### config.mk
export PLATFORM = sky130hd
export DESIGN_NAME = plot_pixel_feeder_flat
export DESIGN_NICKNAME = d
export VERILOG_FILES = /design/src/rtl/plot_pkg.sv /design/src/rtl/plot_pixel_feeder_if.sv /design/src/rtl/plot_pixel_feeder_rise_detect.sv /design/src/rtl/plot_pixel_feeder.sv /design/src/flat_wrapper.sv
export SDC_FILE = /design/constraint.sdc
export NUM_CORES = 1
export LEC_CHECK = 0
export ABC_AREA = 1
export BUFFER_PORTS_ARGS = -buffer_cell sky130_fd_sc_hd__buf_2
export CAP_MARGIN = 20
export CORE_MARGIN = 2
export CORE_UTILIZATION = 49
export DETAILED_ROUTE_END_ITERATION = 10
export PLACE_DENSITY_LB_ADDON = 0.15
export SKIP_LAST_GASP = 1
export SYNTH_ARGS = -nofsm -noshare
export SYNTH_HDL_FRONTEND = slang
export SYNTH_HIERARCHICAL = 1
export SYNTH_SLANG_ARGS = --single-unit
export TNS_END_PERCENT = 5
### constraint.sdc
create_clock -name clk_65mhz -period 1.8 [get_ports clk_65mhz]
set_input_delay 0.18 -clock clk_65mhz [delete_from_list [all_inputs] [get_ports clk_65mhz]]
set_output_delay 0.18 -clock clk_65mhz [all_outputs]
set_load 0.02 [all_outputs]
### src/rtl/plot_pkg.sv
// plot_pkg
// Shared constants and types for the plotter pixel path. The frame
// dimensions here are the same ones the plotter uses for its frame limit,
// so the feeder and the plotter always agree on the image size.
//   PLOT_COLS / PLOT_ROWS : default image geometry
//   PIX_GRAY_W            : frame-buffer gray level width
//   feeder_state_t        : pixel feeder FSM states
package plot_pkg;

  localparam int PLOT_COLS  = 80;
  localparam int PLOT_ROWS  = 106;
  localparam int PIX_GRAY_W = 8;

  typedef enum logic [1:0] {
    IDLE    = 2'd0,
    FETCH   = 2'd1,
    PRESENT = 2'd2,
    DONE    = 2'd3
  } feeder_state_t;

endpackage

### src/rtl/plot_pixel_feeder_if.sv
// plot_pixel_feeder_if
// Bundles the feeder's control, frame-buffer and plotter handshake signals.
//   master : the feeder side (drives bram_addr, pixel/plotter outputs, status)
//   slave  : the environment side (start/threshold, BRAM data, plotter status)
// Signals:
//   start, threshold          : plot request and gray threshold
//   ready_next_pixel          : plotter consumed the presented pixel (level)
//   drawing_done              : plotter finished or hit its frame limit
//   bram_addr / bram_data     : frame-buffer read port
//   pixel_value_out           : 1 = dark pixel to draw
//   enable_plotter, busy, done: run enable and feeder status
//   col, row                  : position of the presented pixel
interface plot_pixel_feeder_if #(
  parameter int COLS   = plot_pkg::PLOT_COLS,
  parameter int ROWS   = plot_pkg::PLOT_ROWS,
  parameter int ADDR_W = $clog2(COLS * ROWS)
);

  localparam int COL_W = $clog2(COLS);
  localparam int ROW_W = $clog2(ROWS);

  logic                            start;
  logic [plot_pkg::PIX_GRAY_W-1:0] threshold;
  logic                            ready_next_pixel;
  logic                            drawing_done;
  logic [ADDR_W-1:0]               bram_addr;
  logic [plot_pkg::PIX_GRAY_W-1:0] bram_data;
  logic                            pixel_value_out;
  logic                            enable_plotter;
  logic                            busy;
  logic                            done;
  logic [COL_W-1:0]                col;
  logic [ROW_W-1:0]                row;

  modport master (
    input  start, threshold, ready_next_pixel, drawing_done, bram_data,
    output bram_addr, pixel_value_out, enable_plotter, busy, done, col, row
  );

  modport slave (
    output start, threshold, ready_next_pixel, drawing_done, bram_data,
    input  bram_addr, pixel_value_out, enable_plotter, busy, done, col, row
  );

endinterface

### src/rtl/plot_pixel_feeder_rise_detect.sv
// rise_detect
// Registered rising-edge detector. rise_o is a one-cycle pulse on the
// clock after level_i goes from 0 to 1; a level held high pulses only once.
//   clk_65mhz : clock
//   rst       : synchronous, active-high reset
//   level_i   : level input to watch
//   rise_o    : registered rise pulse
module rise_detect (
  input  logic clk_65mhz,
  input  logic rst,
  input  logic level_i,
  output logic rise_o
);

  logic level_q;
  logic rise_q;

  // Remember the previous level and register the 0->1 transition.
  always_ff @(posedge clk_65mhz) begin
    if (rst) begin
      level_q <= 1'b0;
      rise_q  <= 1'b0;
    end else begin
      level_q <= level_i;
      rise_q  <= level_i & ~level_q;
    end
  end

  assign rise_o = rise_q;

endmodule

### src/rtl/plot_pixel_feeder.sv
// plot_pixel_feeder
// Reads a grayscale image from the frame-buffer BRAM in raster order,
// thresholds each pixel to one bit and hands it to the plotter one pixel
// per consumption edge of ready_next_pixel.
//   clk_65mhz : system clock
//   rst       : synchronous, active-high reset
//   bus       : plot_pixel_feeder_if master (start/threshold, BRAM port,
//               plotter handshake, status and pixel position)
module plot_pixel_feeder
  import plot_pkg::*;
#(
  parameter int COLS         = PLOT_COLS,
  parameter int ROWS         = PLOT_ROWS,
  parameter int READ_LATENCY = 2,
  parameter int ADDR_W       = $clog2(COLS * ROWS)
) (
  input  logic                clk_65mhz,
  input  logic                rst,
  plot_pixel_feeder_if.master bus
);

  localparam int COL_W = $clog2(COLS);
  localparam int ROW_W = $clog2(ROWS);
  localparam logic [2:0] LAT_LAST = 3'(READ_LATENCY);

  feeder_state_t         state_q, state_d;
  logic [PIX_GRAY_W-1:0] thr_q, thr_d;
  logic [COL_W-1:0]      col_q, col_d;
  logic [ROW_W-1:0]      row_q, row_d;
  logic [ADDR_W-1:0]     addr_q, addr_d;
  logic [2:0]            latCnt_q, latCnt_d;
  logic                  pend_q, pend_d;
  logic                  pix_q, pix_d;
  logic                  en_q, en_d;
  logic                  done_q, done_d;
  logic                  enterDone;
  logic                  rise;

  rise_detect u_readyRise (
    .clk_65mhz (clk_65mhz),
    .rst       (rst),
    .level_i   (bus.ready_next_pixel),
    .rise_o    (rise)
  );

  // State and datapath registers.
  always_ff @(posedge clk_65mhz) begin
    if (rst) begin
      state_q  <= IDLE;
      thr_q    <= '0;
      col_q    <= '0;
      row_q    <= '0;
      addr_q   <= '0;
      latCnt_q <= '0;
      pend_q   <= 1'b0;
      pix_q    <= 1'b0;
      en_q     <= 1'b0;
      done_q   <= 1'b0;
    end else begin
      state_q  <= state_d;
      thr_q    <= thr_d;
      col_q    <= col_d;
      row_q    <= row_d;
      addr_q   <= addr_d;
      latCnt_q <= latCnt_d;
      pend_q   <= pend_d;
      pix_q    <= pix_d;
      en_q     <= en_d;
      done_q   <= done_d;
    end
  end

  // Next-state logic. The address advances alongside col/row so it always
  // equals row*COLS+col without a multiplier. drawing_done is checked before
  // any consumption so an abort wins over a simultaneous rise.
  always_comb begin
    state_d   = state_q;
    thr_d     = thr_q;
    col_d     = col_q;
    row_d     = row_q;
    addr_d    = addr_q;
    latCnt_d  = latCnt_q;
    pend_d    = pend_q;
    pix_d     = pix_q;
    en_d      = en_q;
    done_d    = done_q;
    enterDone = 1'b0;

    unique case (state_q)
      IDLE, DONE: begin
        if (bus.start) begin
          thr_d    = bus.threshold;
          col_d    = '0;
          row_d    = '0;
          addr_d   = '0;
          latCnt_d = '0;
          pend_d   = 1'b0;
          done_d   = 1'b0;
          state_d  = FETCH;
        end
      end
      FETCH: begin
        if (bus.drawing_done) begin
          enterDone = 1'b1;
        end else begin
          // A rise during the fetch is remembered; further rises are dropped.
          if (rise) pend_d = 1'b1;
          if (latCnt_q == LAT_LAST) begin
            pix_d   = (bus.bram_data < thr_q);
            en_d    = 1'b1;
            state_d = PRESENT;
          end else begin
            latCnt_d = latCnt_q + 3'd1;
          end
        end
      end
      PRESENT: begin
        if (bus.drawing_done) begin
          enterDone = 1'b1;
        end else if (rise || pend_q) begin
          pend_d = 1'b0;
          if (col_q == COL_W'(COLS - 1) && row_q == ROW_W'(ROWS - 1)) begin
            enterDone = 1'b1;
          end else begin
            if (col_q == COL_W'(COLS - 1)) begin
              col_d = '0;
              row_d = row_q + ROW_W'(1);
            end else begin
              col_d = col_q + COL_W'(1);
            end
            addr_d   = addr_q + ADDR_W'(1);
            latCnt_d = '0;
            state_d  = FETCH;
          end
        end
      end
      default: state_d = IDLE;
    endcase

    if (enterDone) begin
      state_d = DONE;
      en_d    = 1'b0;
      pix_d   = 1'b0;
      done_d  = 1'b1;
      pend_d  = 1'b0;
    end
  end

  assign bus.bram_addr       = addr_q;
  assign bus.pixel_value_out = pix_q;
  assign bus.enable_plotter  = en_q;
  assign bus.busy            = (state_q == FETCH) || (state_q == PRESENT);
  assign bus.done            = done_q;
  assign bus.col             = col_q;
  assign bus.row             = row_q;

endmodule
### src/flat_wrapper.sv
// flat-port wrapper written by rule: the top's interface ports become plain ports
module plot_pixel_feeder_flat import plot_pkg::*;
#(
  parameter int COLS         = PLOT_COLS,
  parameter int ROWS         = PLOT_ROWS,
  parameter int READ_LATENCY = 2,
  parameter int ADDR_W       = $clog2(COLS * ROWS)
)
  (clk_65mhz, rst, bus_start, bus_threshold, bus_ready_next_pixel, bus_drawing_done, bus_bram_data, bus_bram_addr, bus_pixel_value_out, bus_enable_plotter, bus_busy, bus_done, bus_col, bus_row);
  plot_pixel_feeder_if #(.COLS(COLS), .ROWS(ROWS), .ADDR_W(ADDR_W)) bus_i ();
  input  logic clk_65mhz;
  input  logic rst;
  input wire logic [$bits(bus_i.start)-1:0] bus_start;
  input wire logic [$bits(bus_i.threshold)-1:0] bus_threshold;
  input wire logic [$bits(bus_i.ready_next_pixel)-1:0] bus_ready_next_pixel;
  input wire logic [$bits(bus_i.drawing_done)-1:0] bus_drawing_done;
  input wire logic [$bits(bus_i.bram_data)-1:0] bus_bram_data;
  output wire logic [$bits(bus_i.bram_addr)-1:0] bus_bram_addr;
  output wire logic [$bits(bus_i.pixel_value_out)-1:0] bus_pixel_value_out;
  output wire logic [$bits(bus_i.enable_plotter)-1:0] bus_enable_plotter;
  output wire logic [$bits(bus_i.busy)-1:0] bus_busy;
  output wire logic [$bits(bus_i.done)-1:0] bus_done;
  output wire logic [$bits(bus_i.col)-1:0] bus_col;
  output wire logic [$bits(bus_i.row)-1:0] bus_row;
  assign bus_i.start = bus_start;
  assign bus_i.threshold = bus_threshold;
  assign bus_i.ready_next_pixel = bus_ready_next_pixel;
  assign bus_i.drawing_done = bus_drawing_done;
  assign bus_i.bram_data = bus_bram_data;
  assign bus_bram_addr = bus_i.bram_addr;
  assign bus_pixel_value_out = bus_i.pixel_value_out;
  assign bus_enable_plotter = bus_i.enable_plotter;
  assign bus_busy = bus_i.busy;
  assign bus_done = bus_i.done;
  assign bus_col = bus_i.col;
  assign bus_row = bus_i.row;
  plot_pixel_feeder #(.COLS(COLS), .ROWS(ROWS), .READ_LATENCY(READ_LATENCY), .ADDR_W(ADDR_W)) u_core (.clk_65mhz(clk_65mhz), .rst(rst), .bus(bus_i));
endmodule
## Yosys cells after proc, flatten, opt, wreduce, memory -nomap -nowiden

Cells that the tools add are included.

| word-level totals | value |
|---|---|
| bits in registers | 47 |
| bits in latches | 0 |
| memory bits (writable) | 0 |
| ROM bits | 0 |
| output and inout port bits | 32 |
| logic and storage cells | 101 |
| memories | 0 |

| operators by class | value |
|---|---|
| add/sub/neg operators | 4 |
| $mul | 0 |
| div/mod/pow operators | 0 |
| order comparisons | 1 |
| equal/unequal tests | 20 |
| shift operators | 0 |
| multiplexer cells | 44 |
| bitwise operators | 3 |
| reduce and logical (&&, ||, !) cells | 17 |

Operators with widths:

| kind | number |
|---|---|
| 2-to-1 mux 7 bit | 9 |
| 2-to-1 mux 14 bit | 4 |
| case mux 14 bit (2 select lines) | 1 |
| case mux 7 bit (2 select lines) | 2 |
| 2-to-1 mux 3 bit | 6 |
| AND reduction 6 bit | 3 |
| adder 14 x 1 -> 14 bit, second input constant | 1 |
| adder 7 x 1 -> 7 bit, second input constant | 2 |
| == test 7 bit, second input constant | 2 |
| 2-to-1 mux 2 bit | 7 |
| != test 2 bit, second input constant | 6 |
| != test 3 x 2 -> 1 bit, second input constant | 4 |
| 2-to-1 mux 1 bit | 11 |
| AND reduction 5 bit | 2 |
| case mux 3 bit (3 select lines) | 1 |
| less-than comparator 8 bit | 1 |
| != test 3 x 1 -> 1 bit, second input constant | 2 |
| case mux 2 bit (3 select lines) | 1 |
| nonzero test 2 bit | 3 |
| == test 2 bit, second input constant | 2 |
| != test 2 x 1 -> 1 bit, second input constant | 2 |
| AND reduction 2 bit | 2 |
| OR reduction 2 bit | 2 |
| adder 3 x 1 -> 3 bit, second input constant | 1 |
| 10 further kinds | 12 |

## Longest topological paths before layout

| depth | value |
|---|---|
| depth in word-level cells | 8 |
| mapped depth | 12 |

## Cells and area by module

Netlist, hierarchy kept.

By module, submodules not included:

| module | times used | cells each | area each (um^2) |
|---|---|---|---|
| plot_pixel_feeder | 1 | 342 | 2426.1 |
| rise_detect | 1 | 6 | 60.1 |

## Worst setup path after synthesis

No wires, ideal clock.

| timing path | value |
|---|---|
| path type | register -> register |
| from | register u_core.col_q[0] (netlist: u_core/bus.col[0]) |
| to | register u_core.col_q[0] (netlist: u_core/bus.col[0]) |
| setup time | 116 ps |
| data arrival time | 1653 ps |
| required time | 1684 ps |
| setup slack | 31 ps |
| stages on the path, launching flop included | 10 |
| path buffers | 2 |
| path through | dfxtp_1 > ha_1 > nand3_1 > nor2_1 > nand3_1 > nand2_2 > nor2_4 > buf_6 > buf_6 > o211a_1 |

| between the ends | value |
|---|---|
| longest elaborated chain between the ends | 6 |

Ends and longest elaborated chain:

| what | RTL line | text |
|---|---|---|
| from (decl) | plot_pixel_feeder.sv:28 | `logic [COL_W-1:0] col_q, col_d;` |
| from (signal assigned) | plot_pixel_feeder.sv:62 | `col_q <= col_d;` |
| adder 7 x 1 -> 7 bit or == test 7 bit (tied branches) | plot_pixel_feeder.sv:129, plot_pixel_feeder.sv:122, plot_pixel_feeder.sv:125 |  |
| 2-to-1 mux 7 bit | plot_pixel_feeder.sv:125 | `if (col_q == COL_W'(COLS - 1)) begin` |
| 2-to-1 mux 7 bit | plot_pixel_feeder.sv:122 | `if (col_q == COL_W'(COLS - 1) && row_q == ROW_W'(ROWS - 1)) begin` |
| 2-to-1 mux 7 bit | plot_pixel_feeder.sv:120 | `end else if (rise \|\| pend_q) begin` |
| 2-to-1 mux 7 bit | plot_pixel_feeder.sv:118 | `if (bus.drawing_done) begin` |
| case mux 7 bit (2 select lines) | plot_pixel_feeder.sv:89 | `unique case (state_q)` |

Parallel ways exist; a longest one is shown, timed or not. The select of a mux whose other input is x is not followed.
A chain may end at the register's enable or synchronous reset.

## Final worst setup path

| timing path | value |
|---|---|
| from | register u_core.col_q[0] (netlist: u_core/bus.col[0]) |
| to | register u_core.col_q[5] (netlist: u_core/bus.col[5]) |

Same word-level chain as after synthesis.

==> reports/metrics.cfg <==
[global_route]
grt_usage = 0.210
grt_pass1_wl_um = 9180
grt_pass1_vias = 2096
antenna_found_initial = 0
grt_remaining_overflow = 0
grt_start_max_net_pins = 19

[final_layout]
drive_above_1_share = 0.256
stdcell_count = 492
syn2layout_area_growth_pct = 25.2
post-route-util = 0.646
num_antenna_cells = 0
multi_input_area_um2 = 1360
fill_cells = 450
seqCellArea_um2 = 943
fin_nets = 460

[power_and_ir_drop]
leakagePower_nw = 1.41
p_per_area_nw_per_um2 = 927
irDropWorstVdd_mv = 0.666

[setup_path]
setup.worst_path.start_class = flip-flop
critPathMaxFanout = 6
startpoint = u_core/bus.col[0]
worst-setup-path-type = flip-flop to flip-flop
reg2regPathDepth = 11
crit_required_ns = 2.02
end_kind = flip-flop
ff2ff_setup_slack_ns = 0.11
timing.rr.end = u_core/bus.col[5]
endpoint = u_core/bus.col[5]
reg2reg_from = u_core/bus.col[0]
cp.arrival_ns = 1.91

[placement]
gp_congestion = 0.857
place_hpwl_um = 4250
dp.cells = 484
port_buffers = 52

[worst_hold_path]
hold_class = input pin to flip-flop

[floorplan]
dieArea_um2 = 5660
num_io_pins = 53
num_rows = 25
die_height_um = 75.2
die_x_um = 75.2
core_area_um2 = 4820
start_util = 0.516

[drt]
wl_um = 5440
met2_length_um = 2430
avgRoutedWirePerCell_um = 11.0
remaining_drc_errors = 0
vias = 2419
wl_met1_um = 2620
wl_met3_um = 313
antenna_left = 0
top_layer = met4
drtIter0Drc = 131
via_per_inst = 4.92
first_pass_iters = 4

[timing]
finalSetupTns_ns = 0
slew_viol_final = 0
worst_pin_slew_ns = 0.304
clock_skew_ns = 0.00978
fin_crit_sh = 0.937
max_freq_mhz = 593
setup_violations = 0
finalHoldViolCount = 0
rsz0062_at_grt = true
fin_crit_ns = 1.69
relSlewSlack = 0.796

[synth]
async_flop_share = 0
synth-edff-count = 0
ys_warn_count = 6
ys_types = 33
yosysTopAreaCell = dfxtp_1
synth_ff_type = dfxtp_1
synthCells = 348
synth-seq-cells = 47
yosysSeqAreaShare = 0.378
synth.net_count = 384
synth_top_cell_area_share = 0.378
yosys-top-cells-area = dfxtp_1 (38%), nand2_1 (10%), ha_1 (7.5%)
syn_area_um2 = 2490
syn_avg_cell_area_um2 = 7.14

[clock_network]
cts-root-buf = clkbuf_8
path_clk_slew_ns = 0.08
cts_sinks = 47
worstSkewPairLatency_ns = 0.30
cts_tree = built
cts_buffers = 5
h-tree-depth = 2
ctsHoldBuffers = 0
clockBufferDepth = 2

[status]
status = finished, final reports clean

[job]
max-cap-violations = 0

## metal layers
metal	up-vias	GRT usage
met1	1062	0.286
met4	0	0.0702
met3	7	0.0402
met5	-	0
li1	1290	-
met2	60	0.336
## timing repair
item / in CTS / in global routing
gates resized for setup: 0 / 18
buffers inserted: 0 / 0
endpoints found under the setup margin: 0 / 30
## worst min path at each step
| stage | from | to | slack, ns | depth (start not counted) |
|---|---|---|---|---|
| 6_report | bus_ready_next_pixel | u_core/u_readyRise/level_q | 0.1 | 3 |
| 5_1_grt | bus_ready_next_pixel | u_core/u_readyRise/level_q | 0.1 | 3 |
| 4_1_cts | bus_ready_next_pixel | u_core/u_readyRise/level_q | 0.08 | 3 |
| 3_5_place_dp | u_core/u_readyRise/level_q | u_core/u_readyRise/rise_o | 0.39 | 1 |
| 3_3_place_gp | u_core/u_readyRise/level_q | u_core/u_readyRise/rise_o | 0.39 | 1 |
| 2_1_floorplan | rst | u_core/bus.bram_addr[1] | 0.25 | 1 |
## sequential cells by signal, summed over array words and instances, names as in the netlist
register,flops
u_core/bus.done,1
u_core/bus.pixel_value_out,1
u_core/bus.bram_addr,14
u_core/u_readyRise/level_q,1
u_core/latCnt_q,3
u_core/pend_q,1
u_core/bus.enable_plotter,1
u_core/state_q,2
u_core/thr_q,8
u_core/u_readyRise/rise_o,1
u_core/bus.col,7
u_core/bus.row,7
## cell type report
class,count,share of cell area
Clock buffer,8,0.0322
Inverter,45,0.0551
Multi-Input combinational cell,249,0.437
Sequential cell,47,0.303
Tap cell,67,0.0269
Timing Repair Buffer,76,0.146
## cell usage in the layout, fill, tap and decap left out
cell      Yosys  routed
nand2_1      68      66
nor3_2        0       1
ha_1         15      13
mux2i_1       1       1
o21bai_1      1       1
buf_4         1      23
dfxtp_1      47      45
dfxtp_2       0       2
buf_2         0      52
clkbuf_8      0       7
nand3_1      22      22
xor2_1        6       6
o21ai_1       1       2
nor3b_1       2       1
or2_1         1       1
o31ai_1       1       1
nor2_2        1       5
a41oi_1       1       1
nand2_4       0       1
o21ai_0      25      23
nand4_1       5       5
nand3b_1      2       2
inv_2         1       3
ha_2          0       2
inv_1        43      41
a21oi_1      36      36
nor3_1        7       6
buf_12        0       1
o21ai_2       1       2
inv_4         1       1
nor3b_2       1       2
a21o_1        1       1
nor2_1       40      36
nand2_2       5       6
clkbuf_1      3       1
o211a_1       2       2
nor2_4        1       1
xnor2_1       1       1
and3_1        2       2
## through the flow
stage	setup WS (ns)	instance area (um2)	hold WS [ns]	power [W]
final	0.113	3110	0.0964	0.00288
after global routing	-0.0468	3110	0.0957	0.00310
after global placement	0.0720	2970	0.387	0.00217
after floorplan	0.0306	2490	0.249	0.00187
after detailed placement	0.0350	2970	0.389	0.00219
after CTS	0.0282	3070	0.0812	0.00288
## cell usage after synthesis, drive strengths merged, types with 3 or more instances
master  instances
nor3            7
dfxtp          47
nor3b           3
xor2            6
o21ai          27
inv            45
nand3          22
ha             15
a21oi          36
clkbuf          3
nand4           5
nand2          73
nor2           42
buf             4
## critical path, stage by stage (launching register included)
cell,delay [ns]
dfxtp_2,0.34
ha_2,0.17
nand3_1,0.12
nor2_2,0.13
nand3_1,0.10
nand2_2,0.10
nor2_4,0.04
buf_4,0.14
nand2_4,0.09
nand2_1,0.07
buf_4,0.14
nor3b_1,0.18
## cell families after synthesis
| group | after synthesis | synth area share |
|---|---|---|
| AOI/OAI and AO/OA | 69 | 0.149 |
| buffers and inverters | 52 | 0.0901 |
| and+or+nand+nor | 157 | 0.278 |
| adders and majority gates | 15 | 0.0755 |
| DFF | 47 | 0.378 |
| xor gates and xnor gates | 7 | 0.0247 |
| muxes | 1 | 0.00403 |
## power breakdown
group / internal, W / total [W] / switching [W]
registers: 0.00114 / 0.00118 / 0.0000486
logic: 0.000415 / 0.00101 / 0.000599
clock network: 0.000351 / 0.000686 / 0.000335
No activity file was read; power rests on OpenSTA's default activity.
